### src/rtl/i2c_slave_regs.sv
// i2c_slave_regs: I2C slave with an internal byte register file.
// SCL/SDA are oversampled on wb_clk_i, synchronised, glitch-filtered and
// decoded into START/STOP/edge events that drive a byte-level FSM.
// A pointer byte selects the register; writes and reads auto-increment
// with wrap. A side host port reads the register file combinationally.
// Optional build macro: I2C_STRETCH_EN holds SCL low for STRETCH_CYC
// cycles before each read byte; without it SCL is never driven.
`timescale 1ns/1ps
module i2c_slave_regs #(
  parameter logic [6:0] I2C_ADR     = 7'h10,
  parameter int         MEM_AW      = 4,
  parameter int         FILT_LEN    = 3,
  parameter int         STRETCH_CYC = 16
) (
  input  logic              wb_clk_i,
  input  logic              arst_i,
  input  logic              scl_pad_i,
  input  logic              sda_pad_i,
  output logic              scl_pad_o,
  output logic              scl_padoen_o,
  output logic              sda_pad_o,
  output logic              sda_padoen_o,
  input  logic [MEM_AW-1:0] hst_adr_i,
  output logic [7:0]        hst_dat_o,
  output logic              busy_o,
  output logic              wr_stb_o,
  output logic [MEM_AW-1:0] wr_adr_o
);

  localparam int         DEPTH    = 1 << MEM_AW;
  localparam logic [3:0] FILT_MAX = 4'(FILT_LEN - 1);

  typedef enum logic [3:0] {
    S_IDLE, S_ADDR, S_ADR_ACK, S_PTR, S_PTR_ACK, S_WR, S_WR_ACK, S_RD, S_RD_ACK
  } state_e;

  // ---------------------------------------------------------------- input path
  logic [1:0] scl_sync_q, scl_sync_d, sda_sync_q, sda_sync_d;
  logic [3:0] scl_cnt_q, scl_cnt_d, sda_cnt_q, sda_cnt_d;
  logic       scl_f_q, scl_f_d, sda_f_q, sda_f_d;
  logic       scl_prev_q, sda_prev_q;

  // Two-flop synchroniser shift plus per-line glitch filter.
  // NOTE: every variable assigned in always_comb gets a default first so no latch is inferred.
  always_comb begin
    scl_sync_d = {scl_sync_q[0], scl_pad_i};
    sda_sync_d = {sda_sync_q[0], sda_pad_i};
    scl_f_d    = scl_f_q;
    sda_f_d    = sda_f_q;
    scl_cnt_d  = 4'd0;
    sda_cnt_d  = 4'd0;
    if (scl_sync_q[1] != scl_f_q) begin
      if (scl_cnt_q == FILT_MAX) scl_f_d = scl_sync_q[1];
      else                       scl_cnt_d = scl_cnt_q + 4'd1;
    end
    if (sda_sync_q[1] != sda_f_q) begin
      if (sda_cnt_q == FILT_MAX) sda_f_d = sda_sync_q[1];
      else                       sda_cnt_d = sda_cnt_q + 4'd1;
    end
  end

  // Input-path registers; idle bus level is high on both lines.
  // NOTE: sequential state uses non-blocking assignments so all flops update together.
  always_ff @(posedge wb_clk_i or negedge arst_i) begin
    if (!arst_i) begin
      scl_sync_q <= 2'b11;
      sda_sync_q <= 2'b11;
      scl_cnt_q  <= 4'd0;
      sda_cnt_q  <= 4'd0;
      scl_f_q    <= 1'b1;
      sda_f_q    <= 1'b1;
      scl_prev_q <= 1'b1;
      sda_prev_q <= 1'b1;
    end else begin
      scl_sync_q <= scl_sync_d;
      sda_sync_q <= sda_sync_d;
      scl_cnt_q  <= scl_cnt_d;
      sda_cnt_q  <= sda_cnt_d;
      scl_f_q    <= scl_f_d;
      sda_f_q    <= sda_f_d;
      scl_prev_q <= scl_f_q;
      sda_prev_q <= sda_f_q;
    end
  end

  logic scl_rise, scl_fall, start_det, stop_det;
  assign scl_rise  =  scl_f_q & ~scl_prev_q;
  assign scl_fall  = ~scl_f_q &  scl_prev_q;
  assign start_det =  scl_f_q &  scl_prev_q &  sda_prev_q & ~sda_f_q;
  assign stop_det  =  scl_f_q &  scl_prev_q & ~sda_prev_q &  sda_f_q;

  // ---------------------------------------------------------------- byte FSM
  state_e            state_q, state_d;
  logic [3:0]        bit_cnt_q, bit_cnt_d;
  logic [7:0]        sr_q, sr_d;
  logic [MEM_AW-1:0] ptr_q, ptr_d;
  logic              ack_on_q, ack_on_d;
  logic              rd_ok_q, rd_ok_d;
  logic              sda_oen_q, sda_oen_d;
  logic              busy_q, busy_d;
  logic              wr_stb_q, wr_stb_d;
  logic [MEM_AW-1:0] wr_adr_q, wr_adr_d;
  logic              mem_we;
  logic [7:0]        mem_q [DEPTH];
  logic [7:0]        shift_in;
  logic [7:0]        rd_byte;

  assign shift_in = {sr_q[6:0], sda_f_q};
  assign rd_byte  = mem_q[ptr_q];

`ifdef I2C_STRETCH_EN
  localparam int SW = $clog2(STRETCH_CYC + 1);
  logic          stretch_go;
  logic [SW-1:0] stretch_q, stretch_d;
`else
  // The stretch length only matters when stretching is compiled in.
  logic unused_stretch;
  assign unused_stretch = (STRETCH_CYC != 0);
`endif

  // Next-state logic: START/STOP override everything, otherwise per-state work.
  always_comb begin
    state_d   = state_q;
    bit_cnt_d = bit_cnt_q;
    sr_d      = sr_q;
    ptr_d     = ptr_q;
    ack_on_d  = ack_on_q;
    rd_ok_d   = rd_ok_q;
    sda_oen_d = sda_oen_q;
    busy_d    = busy_q;
    wr_stb_d  = 1'b0;
    wr_adr_d  = wr_adr_q;
    mem_we    = 1'b0;
`ifdef I2C_STRETCH_EN
    stretch_go = 1'b0;
`endif
    if (stop_det) begin
      state_d   = S_IDLE;
      bit_cnt_d = 4'd0;
      sda_oen_d = 1'b1;
      busy_d    = 1'b0;
    end else if (start_det) begin
      state_d   = S_ADDR;
      bit_cnt_d = 4'd0;
      sda_oen_d = 1'b1;
    end else begin
      unique case (state_q)
        S_IDLE: ;
        S_ADDR, S_PTR, S_WR: begin
          if (scl_rise) begin
            sr_d      = shift_in;
            bit_cnt_d = bit_cnt_q + 4'd1;
            if (bit_cnt_q == 4'd7) begin
              bit_cnt_d = 4'd0;
              ack_on_d  = 1'b0;
              if (state_q == S_ADDR) begin
                if (shift_in[7:1] == I2C_ADR) begin
                  state_d = S_ADR_ACK;
                  busy_d  = 1'b1;
                end else begin
                  state_d = S_IDLE;
                  busy_d  = 1'b0;
                end
              end else if (state_q == S_PTR) begin
                ptr_d   = shift_in[MEM_AW-1:0];
                state_d = S_PTR_ACK;
              end else begin
                mem_we   = 1'b1;
                wr_stb_d = 1'b1;
                wr_adr_d = ptr_q;
                ptr_d    = ptr_q + MEM_AW'(1);
                state_d  = S_WR_ACK;
              end
            end
          end
        end
        S_ADR_ACK, S_PTR_ACK, S_WR_ACK: begin
          if (scl_fall) begin
            if (!ack_on_q) begin
              sda_oen_d = 1'b0;
              ack_on_d  = 1'b1;
            end else begin
              sda_oen_d = 1'b1;
              ack_on_d  = 1'b0;
              bit_cnt_d = 4'd0;
              if (state_q == S_ADR_ACK && sr_q[0]) begin
                state_d   = S_RD;
                sr_d      = rd_byte;
                sda_oen_d = rd_byte[7];
`ifdef I2C_STRETCH_EN
                stretch_go = 1'b1;
`endif
              end else if (state_q == S_ADR_ACK) begin
                state_d = S_PTR;
              end else begin
                state_d = S_WR;
              end
            end
          end
        end
        S_RD: begin
          if (scl_rise) begin
            bit_cnt_d = bit_cnt_q + 4'd1;
          end else if (scl_fall && bit_cnt_q != 4'd0) begin
            if (bit_cnt_q == 4'd8) begin
              sda_oen_d = 1'b1;
              bit_cnt_d = 4'd0;
              rd_ok_d   = 1'b0;
              state_d   = S_RD_ACK;
            end else begin
              // Rotate so the next bit to send sits in bit 7.
              sr_d      = {sr_q[6:0], sr_q[7]};
              sda_oen_d = sr_q[6];
            end
          end
        end
        S_RD_ACK: begin
          if (scl_rise) begin
            if (!sda_f_q) begin
              ptr_d   = ptr_q + MEM_AW'(1);
              rd_ok_d = 1'b1;
            end else begin
              state_d   = S_IDLE;
              sda_oen_d = 1'b1;
            end
          end else if (scl_fall && rd_ok_q) begin
            state_d   = S_RD;
            rd_ok_d   = 1'b0;
            sr_d      = rd_byte;
            sda_oen_d = rd_byte[7];
`ifdef I2C_STRETCH_EN
            stretch_go = 1'b1;
`endif
          end
        end
        default: state_d = S_IDLE;
      endcase
    end
  end

  // FSM and protocol output registers.
  always_ff @(posedge wb_clk_i or negedge arst_i) begin
    if (!arst_i) begin
      state_q   <= S_IDLE;
      bit_cnt_q <= 4'd0;
      sr_q      <= 8'h00;
      ptr_q     <= '0;
      ack_on_q  <= 1'b0;
      rd_ok_q   <= 1'b0;
      sda_oen_q <= 1'b1;
      busy_q    <= 1'b0;
      wr_stb_q  <= 1'b0;
      wr_adr_q  <= '0;
    end else begin
      state_q   <= state_d;
      bit_cnt_q <= bit_cnt_d;
      sr_q      <= sr_d;
      ptr_q     <= ptr_d;
      ack_on_q  <= ack_on_d;
      rd_ok_q   <= rd_ok_d;
      sda_oen_q <= sda_oen_d;
      busy_q    <= busy_d;
      wr_stb_q  <= wr_stb_d;
      wr_adr_q  <= wr_adr_d;
    end
  end

  // Register file: written on the 8th data bit, read combinationally.
  // NOTE: the register file is flop-based and must come up as 0x00, so it is reset like any other state.
  always_ff @(posedge wb_clk_i or negedge arst_i) begin
    if (!arst_i) begin
      for (int i = 0; i < DEPTH; i++) mem_q[i] <= 8'h00;
    end else if (mem_we) begin
      mem_q[ptr_q] <= shift_in;
    end
  end

`ifdef I2C_STRETCH_EN
  // Stretch counter: SCL is held low while it is non-zero.
  always_comb begin
    stretch_d = stretch_q;
    if (stretch_go)             stretch_d = SW'(STRETCH_CYC);
    else if (stretch_q != '0)   stretch_d = stretch_q - SW'(1);
  end

  // Stretch counter register.
  always_ff @(posedge wb_clk_i or negedge arst_i) begin
    if (!arst_i) stretch_q <= '0;
    else         stretch_q <= stretch_d;
  end

  assign scl_padoen_o = (stretch_q == '0);
`else
  assign scl_padoen_o = 1'b1;
`endif

  assign scl_pad_o    = 1'b0;
  assign sda_pad_o    = 1'b0;
  assign sda_padoen_o = sda_oen_q;
  assign hst_dat_o    = mem_q[hst_adr_i];
  assign busy_o       = busy_q;
  assign wr_stb_o     = wr_stb_q;
  assign wr_adr_o     = wr_adr_q;

endmodule

### config.mk
export PLATFORM = sky130hd
export DESIGN_NAME = i2c_slave_regs
export DESIGN_NICKNAME = d
export VERILOG_FILES = /design/src/rtl/i2c_slave_regs.sv
export SDC_FILE = /design/constraint.sdc
export NUM_CORES = 1
export LEC_CHECK = 0
export ABC_CLOCK_PERIOD_IN_PS = 2850
export CAP_MARGIN = 40
export CORE_ASPECT_RATIO = 0.8
export CORE_MARGIN = 2
export CORE_UTILIZATION = 33
export DETAILED_ROUTE_END_ITERATION = 7
export GPL_ROUTABILITY_DRIVEN = 0
export GPL_TIMING_DRIVEN = 0
export PLACE_DENSITY = 0.57
export SYNTH_ARGS = -nofsm -noshare
export SYNTH_HDL_FRONTEND = slang
export SYNTH_SLANG_ARGS = --single-unit
### constraint.sdc
create_clock -name wb_clk_i -period 2.85 [get_ports wb_clk_i]
set_input_delay 0.57 -clock wb_clk_i [delete_from_list [all_inputs] [get_ports wb_clk_i]]
set_output_delay 0.57 -clock wb_clk_i [all_outputs]
set_load 0.05 [all_outputs]
Yosys cells after proc, flatten, opt, wreduce, memory -nomap -nowiden
Cells that the tools add are included.

Add/sub/neg operators: 4. Multiply operators: 0. Div/mod/pow operators: 0. $lt $le $gt $ge: 3. Equality and inequality tests: 44. Shift-type cells: 0. Mux-type cells: 96. Bitwise operators: 17. Reduce and logical (&&, ||, !) cells: 29.

Operators by type and width (count): bitwise mux 128 bit (1); 2-to-1 mux 4 bit (32); 2-to-1 mux 8 bit (14); binary-select mux 8 bit (select 4 bit) (2); 2-to-1 mux 1 bit (35); demux 8 bit (select 4 bit) (1); one-hot mux 8 bit (4 select lines) (1); != test 2 bit, second input constant (14); != test 4 bit, second input constant (7); == test 4 x 3 -> 1 bit, second input constant (5); != test 5 bit, second input constant (4); one-hot mux 4 bit (5 select lines) (1); AND reduction 6 bit (3); adder 4 x 1 -> 4 bit, second input constant (4); == test 4 x 2 -> 1 bit, second input constant (4); AND reduction 8 bit (2); nonzero test 2 bit (7); one-hot mux 4 bit (3 select lines) (1); AND reduction 12 bit (1); >= comparator 5 bit, second input constant (2); NOT 4 -> 5 bit (2); AND reduction 10 bit (1); nonzero test 5 bit (2); != test 3 bit, second input constant (3); other kinds (20) (44).

Bits in registers: 173. Latch bits: 0. Bits in writable memories: 0. Bits in read-only memories: 0. Input bits: 8. Output and inout bits: 18. Memories kept: 0.

Depth between registers and ports, before layout
Gate-level depths: netlist of run 1.

Depth in word-level cells: 10. Gate-level depth with buffers: 8. Gate-level depth less buffers: 8.

Least setup slack after synthesis of run 1
No wires, ideal clock.

Path type: input-to-output. From: in hst_adr_i[0]. To: out hst_dat_o[0]. Data arrival time: 2.242 ns. Required time: 2.280 ns. Slack: 0.038 ns. Stages on the path: 4. Buffers on the path: 2. Cell sequence: clkbuf_1 > buf_2 > mux4_2 > mux4_2.

Longest elaborated chain between the ends: 4.

Ends and longest elaborated chain: from (decl) (RTL line 23) `input logic [MEM_AW-1:0] hst_adr_i,`; NOT 4 -> 5 bit (not written as such) (RTL line 300) `assign hst_dat_o = mem_q[hst_adr_i];`; binary-select mux 8 bit (select 4 bit) (RTL line 300); 2-to-1 mux 8 bit (not written as such) (2 in series) (RTL line 300); to (decl) (RTL line 24) `output logic [7:0] hst_dat_o,`.

Every way passes these cells. The select of a mux whose other input is x is not followed.

Worst setup path in the final report of run 1
From: in hst_adr_i[0]. To: out hst_dat_o[4].

The elaborated chain is that of the path after synthesis.

==> results of run 1 <==
worst register-to-register path: stages, from the launching register on:
cell and delay [ps]:
dfrtp_1 400, buf_6 210, buf_2 430, mux4_2 580, mux2i_1 340, nor3_1 90, a211o_1 280, mux2_2 260
kinds of logic (layout without fill, tap and decap cells):
logic type,after synthesis,after routing,share of synthesized area (%)
compound gates,75,75,5.09
xor+xnor,9,9,0.818
fa+ha+maj,11,11,1.40
buf+inv,68,123,3.28
flops,173,173,45.0
mux,235,235,35.6
other cells,2,3,0.0779
simple gates,128,128,8.67
layer usage:
layer	vias to the layer above	GRT usage, %
met4	0	4.03
met3	19	3.32
li1	2735	-
met5	-	0
met1	3240	25.7
met2	137	24.9
area by class of cell:
cell class,instances,area [µm²]
multi-input cells,461,4990
clock buffers,19,453
fillers,2752,17500
flip-flops and latches,173,4340
repair buffers,23,224
plain buffers,59,367
well taps,370,463
inverters,9,33.8
clock inverters,13,153
path summary, 6_finish.rpt:
kind,start,endpoint,slack [ps],cells past startpoint
max,hst_adr_i[0],hst_dat_o[4],40,5
min,arst_i,sda_cnt_q[1],70,1
max reg2reg,ptr_q[0],sr_q[4],170,7
min reg2reg,scl_sync_q[0],scl_sync_q[1],360,0
max in group asynchronous,arst_i,mem_q[71],1850,2
min in group wb_clk_i,scl_sync_q[0],scl_sync_q[1],360,0
through the flow:
stage / area, µm² / power [µW] / hold WS (ps)
floorplan: 9640 / 3550 / 274
global placement: 10300 / 3940 / 347
detailed placement: 10400 / 3950 / 347
CTS: 11000 / 6420 / 82.6
global route: 11000 / 6660 / 102
finish: 11000 / 6360 / 69.6
cell usage in the layout (no fill, tap or decap), types with 8 or more instances in the layout:
master / synthesis / layout
nor2_1: 32 / 32
mux2_2: 146 / 146
dfstp_2: 9 / 9
mux4_2: 72 / 72
buf_2: 13 / 17
mux2i_1: 17 / 17
clkbuf_1: 31 / 23
clkbuf_16: 0 / 17
nor3_1: 16 / 16
inv_1: 9 / 9
buf_1: 8 / 8
nand3_4: 10 / 10
a21oi_1: 15 / 15
clkdlybuf4s50_1: 0 / 9
nand2_1: 21 / 21
ha_1: 10 / 10
nand2b_1: 9 / 9
o21ai_0: 24 / 24
dfrtp_1: 164 / 164
flip-flops by register name, summed over array words and instances, names as in the netlist, 4 cells and up:
name / cells
state_q: 4
wr_adr_o: 4
mem_q: 128
scl_cnt_q: 4
sda_cnt_q: 4
sr_q: 8
ptr_q: 4
bit_cnt_q: 4
power by group through the flow:
stage / Clock, µW / Combinational, µW / Sequential, µW
5_1_grt: 2590 / 1340 / 2740
6_report: 2440 / 1200 / 2720
2_1_floorplan: 0 / 797 / 2750
4_1_cts: 2500 / 1200 / 2720
3_5_place_dp: 0 / 1190 / 2770
3_3_place_gp: 0 / 1180 / 2770
timing repair:
item	in CTS	in global routing
setup buffers	0	0
pin swaps	0	0
endpoints found under the setup margin	39	6
gates cloned	0	0
gates resized for setup	69	6
==> metrics.md, run 1 <==
| Metric | Value |
|---|---|
| Top routing layer used | `met4` |
| GRT Total Usage | `between 10% and 20%` |
| Setup TNS | `0 ps` |
| Layout area overhead | `14.3%` |
| Sink Count | `about 170` |
| Met2 wire length | `around 11000 µm` |
| Seq pwr share | `between 40 and 50%` |
| DR WL met3 | `about 1100 µm` |
| CP most frequent cell | `mux4_2` |
| Gate Count Post-Synth | `701` |
| Vias per cell | `about 5.4` |
| CP endpoint kind | `output pin` |
| DRC Markers | `0` |
| Top-count cell post-synth | `dfrtp_1` |
| Final WS setup | `between 40 and 50 ps` |
| Row count | `55` |
| CTS Buf Count | `17` |
| Crit path max-delay family | `multiplexers` |
| Worst slew pin tran | `roughly 800 ps` |
| Layout cells sized above 1 | `a little over two fifths` |
| Clk_skew | `around 9.5 ps` |
| Cell Area, Synth | `9640 µm²` |
| Primary FF master, synth | `dfrtp_1` |
| Syn Area/Cell | `about 14 µm²` |
| Launching element type of the critical path | `primary input` |
| Slew Limit Fails | `0` |
| Worst skew pair latency | `~450 ps` |
| Ant. Diodes | `0` |
| Dpl cells | `1095` |
| Slew headroom | `between 40 and 50%` |
| Hpwl dp | `roughly 17000 µm` |
| Hold Vio Cnt, Final | `0` |
| Crit path kind | `in2out` |
| Hold Path Class | `in2async` |
| WL/cell | `roughly 22 µm` |
| Sequential area share after synthesis | `about 45%` |
| Die footprint | `between 30000 and 40000 µm²` |
| First-pass DRT Iterations | `5` |
| Synth area leaders | `dfrtp_1 (43%), mux2_2 (17%), mux4_2 (17%), dfstp_2 (2.5%), nand3_4 (1.8%)` |
| Pre-CTS setup slack | `-1240 ps` |
| Switching power | `between 1500 and 2000 µW` |
| Final ANT Viol Nets | `0` |
| Crit Path Max Fanout | `10` |
| Slowest cell delay on critical path | `approximately 540 ps` |
| H-Tree Depth | `4` |
| Sw Share | `approximately 31%` |
| Grt ovf | `0` |
| CTS tree | `yes` |
| Die H | `around 160 µm` |
| Initial DRC Count | `approximately 520` |
| Initial antenna violation count | `0` |
| Crit-path cells | `clkbuf_4, buf_12, mux4_2, mux4_2, buf_4` |
| Root buffer cell | `clkbuf_16` |
| Setup violators final | `0` |
| Clk pin slew, worst setup/hold paths | `around 70 ps` |
| Status | `finished, final reports clean` |
| CP max-delay cell | `mux4_2` |
| FF+latch count, synth | `approximately 170` |
| Worst EP required | `around 2300 ps` |
| Area leader, netlist | `dfrtp_1` |
| Bufs on Longest Clock Path | `2` |
| Async S/R FF share, synth | `100%` |
| PortBufs | `19` |
| Synth top area share | `between 40% and 50%` |
| Gate power share | `18.9%` |
| Fmax | `356 MHz` |
| IO Pins | `26` |
| First-pass GRT wire length | `just under 40000 µm` |
| Initial core utilization | `between 30% and 40%` |
| Yosys warns | `0` |
| Worst vdd ir | `0.398 mV` |
| Worst path arrival time | `2240 ps` |
| Pwr/cell area | `~580 nW/µm²` |
| Non-Filler Instances | `about 1100` |
| Largest net degree at the start of global routing | `about 110` |
| Fin nets | `between 700 and 800` |
| Hold_buf cts | `0` |
| Core box area | `around 28000 µm²` |
| EDFF count, synth | `0` |
| Fin crit share | `98.5%` |
| Clock power share | `38.4%` |
| Max Cap Viol | `0` |
| Min Tclk post-route | `~2800 ps` |
| Buf/Inv on CP | `3` |
| Wl on met1 | `between 10000 and 15000 µm` |
| Internal power | `about 4400 µW` |
| Post-Route Utilization | `38.7%` |
| Die X | `a little under 200 µm` |
| Commonest cells in the netlist | `dfrtp_1 (164), mux2_2 (146), mux4_2 (72)` |
| RSZ-0062 raised after global routing | `false` |
| Post-Route WL | `24600 µm` |
| Vias in the first global route | `6219` |
| Distinct cells, synth | `64` |
| DR vias | `6131` |
| Leakage | `approximately 0.0048 µW` |
No activity file was read; power rests on OpenSTA's default activity.
==> run 2, diff against run 1 <==
--- a/config.mk
+++ b/config.mk
@@ -5,7 +5,7 @@
 export SDC_FILE = /design/constraint.sdc
 export NUM_CORES = 1
 export LEC_CHECK = 0
-export ABC_CLOCK_PERIOD_IN_PS = 2850
+export ABC_CLOCK_PERIOD_IN_PS = 3500
 export CAP_MARGIN = 40
 export CORE_ASPECT_RATIO = 0.8
 export CORE_MARGIN = 2
==> constraint.sdc (replaced) <==
create_clock -name wb_clk_i -period 3.5 [get_ports wb_clk_i]
set_input_delay 0.7 -clock wb_clk_i [delete_from_list [all_inputs] [get_ports wb_clk_i]]
set_output_delay 0.7 -clock wb_clk_i [all_outputs]
set_load 0.05 [all_outputs]
==> run 2 against run 1 <==
Critical path depth did not move; core utilization barely moved; wire length rose by 0.25%; highest routed layer unchanged; largest power group unchanged.
==> metrics.md, run 2 (synthesized netlist as in run 1, its figures left out) <==
| Metric | Value |
|---|---|
| Status | `finished, final reports clean` |
| Die footprint | `30600 µm² (unchanged)` |
| H-Tree Depth | `4 (unchanged)` |
| Post-Route WL | `24600 µm (+0.25%)` |
| # fillers | `2751 (-0.036%)` |
| Die X | `195 µm (unchanged)` |
| Internal power | `3560 µW (-19%)` |
| Crit Path Max Fanout | `10 (unchanged)` |
| Setup violators final | `0 (unchanged)` |
| Vias per cell | `5.48 (+0.70%)` |
| Ant. Diodes | `0 (unchanged)` |
| CTS Buf Count | `17 (unchanged)` |
| Grt ovf | `0 (unchanged)` |
| Launching element type of the critical path | `primary input` |
| Most flops, register | `mem_q` |
| Worst EP required | `2800 ps (+520 ps)` |
| Layout cells sized above 1 | `42.3% (-0.92 points)` |
| Post-Route Utilization | `38.7% (about the same)` |
| First-pass DRT Iterations | `5 (unchanged)` |
| Setup TNS | `0 ps (unchanged)` |
| CP max-delay cell | `mux4_2` |
| PortBufs | `19 (unchanged)` |
| Slew headroom | `46.5% (+0.39 points)` |
| Most frequent cells in the layout | `dfrtp_1 (164), mux2_2 (146), mux4_2 (72), nor2_1 (32), clkbuf_1 (28)` |
| Core box area | `28500 µm² (unchanged)` |
| Largest net degree at the start of global routing | `112 (unchanged)` |
| Hpwl dp | `17100 µm (unchanged)` |
| GRT Total Usage | `16.9% (-0.024 points)` |
| Row count | `55 (unchanged)` |
| Hold_buf cts | `0 (unchanged)` |
| Worst slew pin tran | `803 ps (-5.82 ps)` |
| DR vias | `6174 (+0.70%)` |
| Final ANT Viol Nets | `0 (unchanged)` |
| Bufs on Longest Clock Path | `2 (unchanged)` |
| Pwr/cell area | `470 nW/µm² (-19%)` |
| First-pass GRT wire length | `38500 µm (-0.18%)` |
| Crit-path cells | `clkbuf_1, buf_6, mux4_2, mux4_2, clkdlybuf4s15_2` |
| Clk_skew | `8.23 ps (-1.30 ps)` |
| Slew Limit Fails | `0 (unchanged)` |
| Clk pin slew, worst setup/hold paths | `70 ps (about the same)` |
| Vias in the first global route | `6213 (-0.096%)` |
| Initial antenna violation count | `0 (unchanged)` |
| Fin crit share | `a little over nine tenths` |
| Sink Count | `173 (unchanged)` |
| Max Cap Viol | `0 (unchanged)` |
| Switching power | `1620 µW (-18%)` |
| CP most frequent cell | `mux4_2` |
| Seq pwr share | `42.7% (about the same)` |
| Hold Vio Cnt, Final | `0 (unchanged)` |
| WL/cell | `21.8 µm (+0.25%)` |
| Worst skew pair latency | `440 ps (about the same)` |
| Leakage | `0.00479 µW (-0.77%)` |
| Most common cell after layout, fill and taps aside | `dfrtp_1` |
| CTS tree | `yes` |
| Worst vdd ir | `0.326 mV (-18%)` |
| Worst path arrival time | `2730 ps (+490 ps)` |
| Layout area overhead | `14.4% (about the same)` |
| Initial DRC Count | `509 (-1.9%)` |
| Fmax | `about 300 MHz` |
| Hold Path Class | `in2async` |
| Gate power share | `18.8% (about the same)` |
| Die H | `157 µm (unchanged)` |
| Crit path kind | `in2out` |
| CP endpoint kind | `output pin` |
| Clock power share | `38.6% (+0.2 points)` |
| Sw Share | `31.2% (+0.12 points)` |
| Max FFs per register | `128 (unchanged)` |
| DRC Markers | `0 (unchanged)` |
| Min Tclk post-route | `between 3000 and 4000 ps` |
| Fin nets | `762 (unchanged)` |
| Initial core utilization | `33.8% (unchanged)` |
| Largest registers | `mem_q (128), sr_q (8)` |
| Slowest cell delay on critical path | `560 ps (+20 ps)` |
| Root buffer cell | `clkbuf_16` |
| IO Pins | `26 (unchanged)` |
run 2: cell types whose count changed in the layout (fill, tap and decap cells not counted):
| cell | delta |
|---|---|
| buf_12 | -3 |
| dlygate4sd2_1 | +2 |
| clkbuf_1 | +5 |
| clkdlybuf4s15_2 | +6 |
| clkbuf_2 | -4 |
| buf_4 | -2 |
| clkbuf_4 | -1 |
| buf_6 | +3 |
| buf_2 | -6 |
run 2: stage by stage:
step / cell area (µm²) / hold slack [ps] / instances / setup WS, ps / total power, µW
5_1_grt: 11000 / 232 / 1127 / -21.8 / 5420
3_5_place_dp: 10400 / 347 / 1095 / -852 / 3220
3_3_place_gp: 10300 / 347 / 1091 / -5890 / 3210
4_1_cts: 11000 / 213 / 1127 / 34.8 / 5220
6_report: 11000 / 199 / 1127 / 73.9 / 5180
2_1_floorplan: 9640 / 345 / 702 / 428 / 2890
run 2: what timing repair did:
| action | 4_1_cts | 5_1_grt |
|---|---|---|
| setup buffers | 0 | 0 |
| gates resized for setup | 35 | 3 |
| setup endpoints to repair | 8 | 4 |
run 2: path summary, 6_finish.rpt:
check | from | endpoint | slack, ps | cells past startpoint
setup / recovery | hst_adr_i[0] | hst_dat_o[4] | 70 | 5
hold / removal | arst_i | sda_cnt_q[1] | 200 | 1
setup reg to reg | ptr_q[1] | sr_q[4] | 420 | 7
hold reg to reg | scl_sync_q[0] | scl_sync_q[1] | 360 | 0
max in group asynchronous | arst_i | mem_q[87] | 2330 | 2
min in group wb_clk_i | scl_sync_q[0] | scl_sync_q[1] | 360 | 0
run 2: final cells by class:
type | instances | area [µm²] | area share [%]
Buffer | 59 | 332 | 3.01
Clock buffer | 19 | 453 | 4.11
Clock inverter | 13 | 153 | 1.38
Inverter | 9 | 33.8 | 0.306
Multi-Input combinational cell | 461 | 4990 | 45.2
Sequential cell | 173 | 4340 | 39.4
Tap cell | 370 | 463 | 4.20
Timing Repair Buffer | 23 | 264 | 2.39
run 2: critical path, delay by kind of cell:
kind     cells  cell delay [ps]
mux          2             1080
buf+inv      3              940
run 2: metal layers:
| metal | vias to the layer above | GRT usage, % | wire [µm] |
|---|---|---|---|
| met5 | - | 0 | 0 |
| met4 | 0 | 4.03 | 226 |
| met3 | 19 | 3.17 | 1160 |
| met2 | 154 | 24.8 | 10700 |
| met1 | 3262 | 25.8 | 12500 |
| li1 | 2739 | - | - |
run 2: power by group through the flow:
stage | combinational (µW) | sequential (µW) | clock [µW]
2_1_floorplan | 649 | 2240 | 0
3_3_place_gp | 958 | 2250 | 0
3_5_place_dp | 965 | 2250 | 0
4_1_cts | 974 | 2210 | 2030
5_1_grt | 1090 | 2230 | 2110
6_report | 972 | 2210 | 2000
==> run 3, diff against run 2 <==
--- a/config.mk
+++ b/config.mk
@@ -5,7 +5,6 @@
 export SDC_FILE = /design/constraint.sdc
 export NUM_CORES = 1
 export LEC_CHECK = 0
-export ABC_CLOCK_PERIOD_IN_PS = 3500
 export CAP_MARGIN = 40
 export CORE_ASPECT_RATIO = 0.8
 export CORE_MARGIN = 2
==> results of run 3 <==
Same layout as run 2: the final DEF is identical, and so are final timing and power.
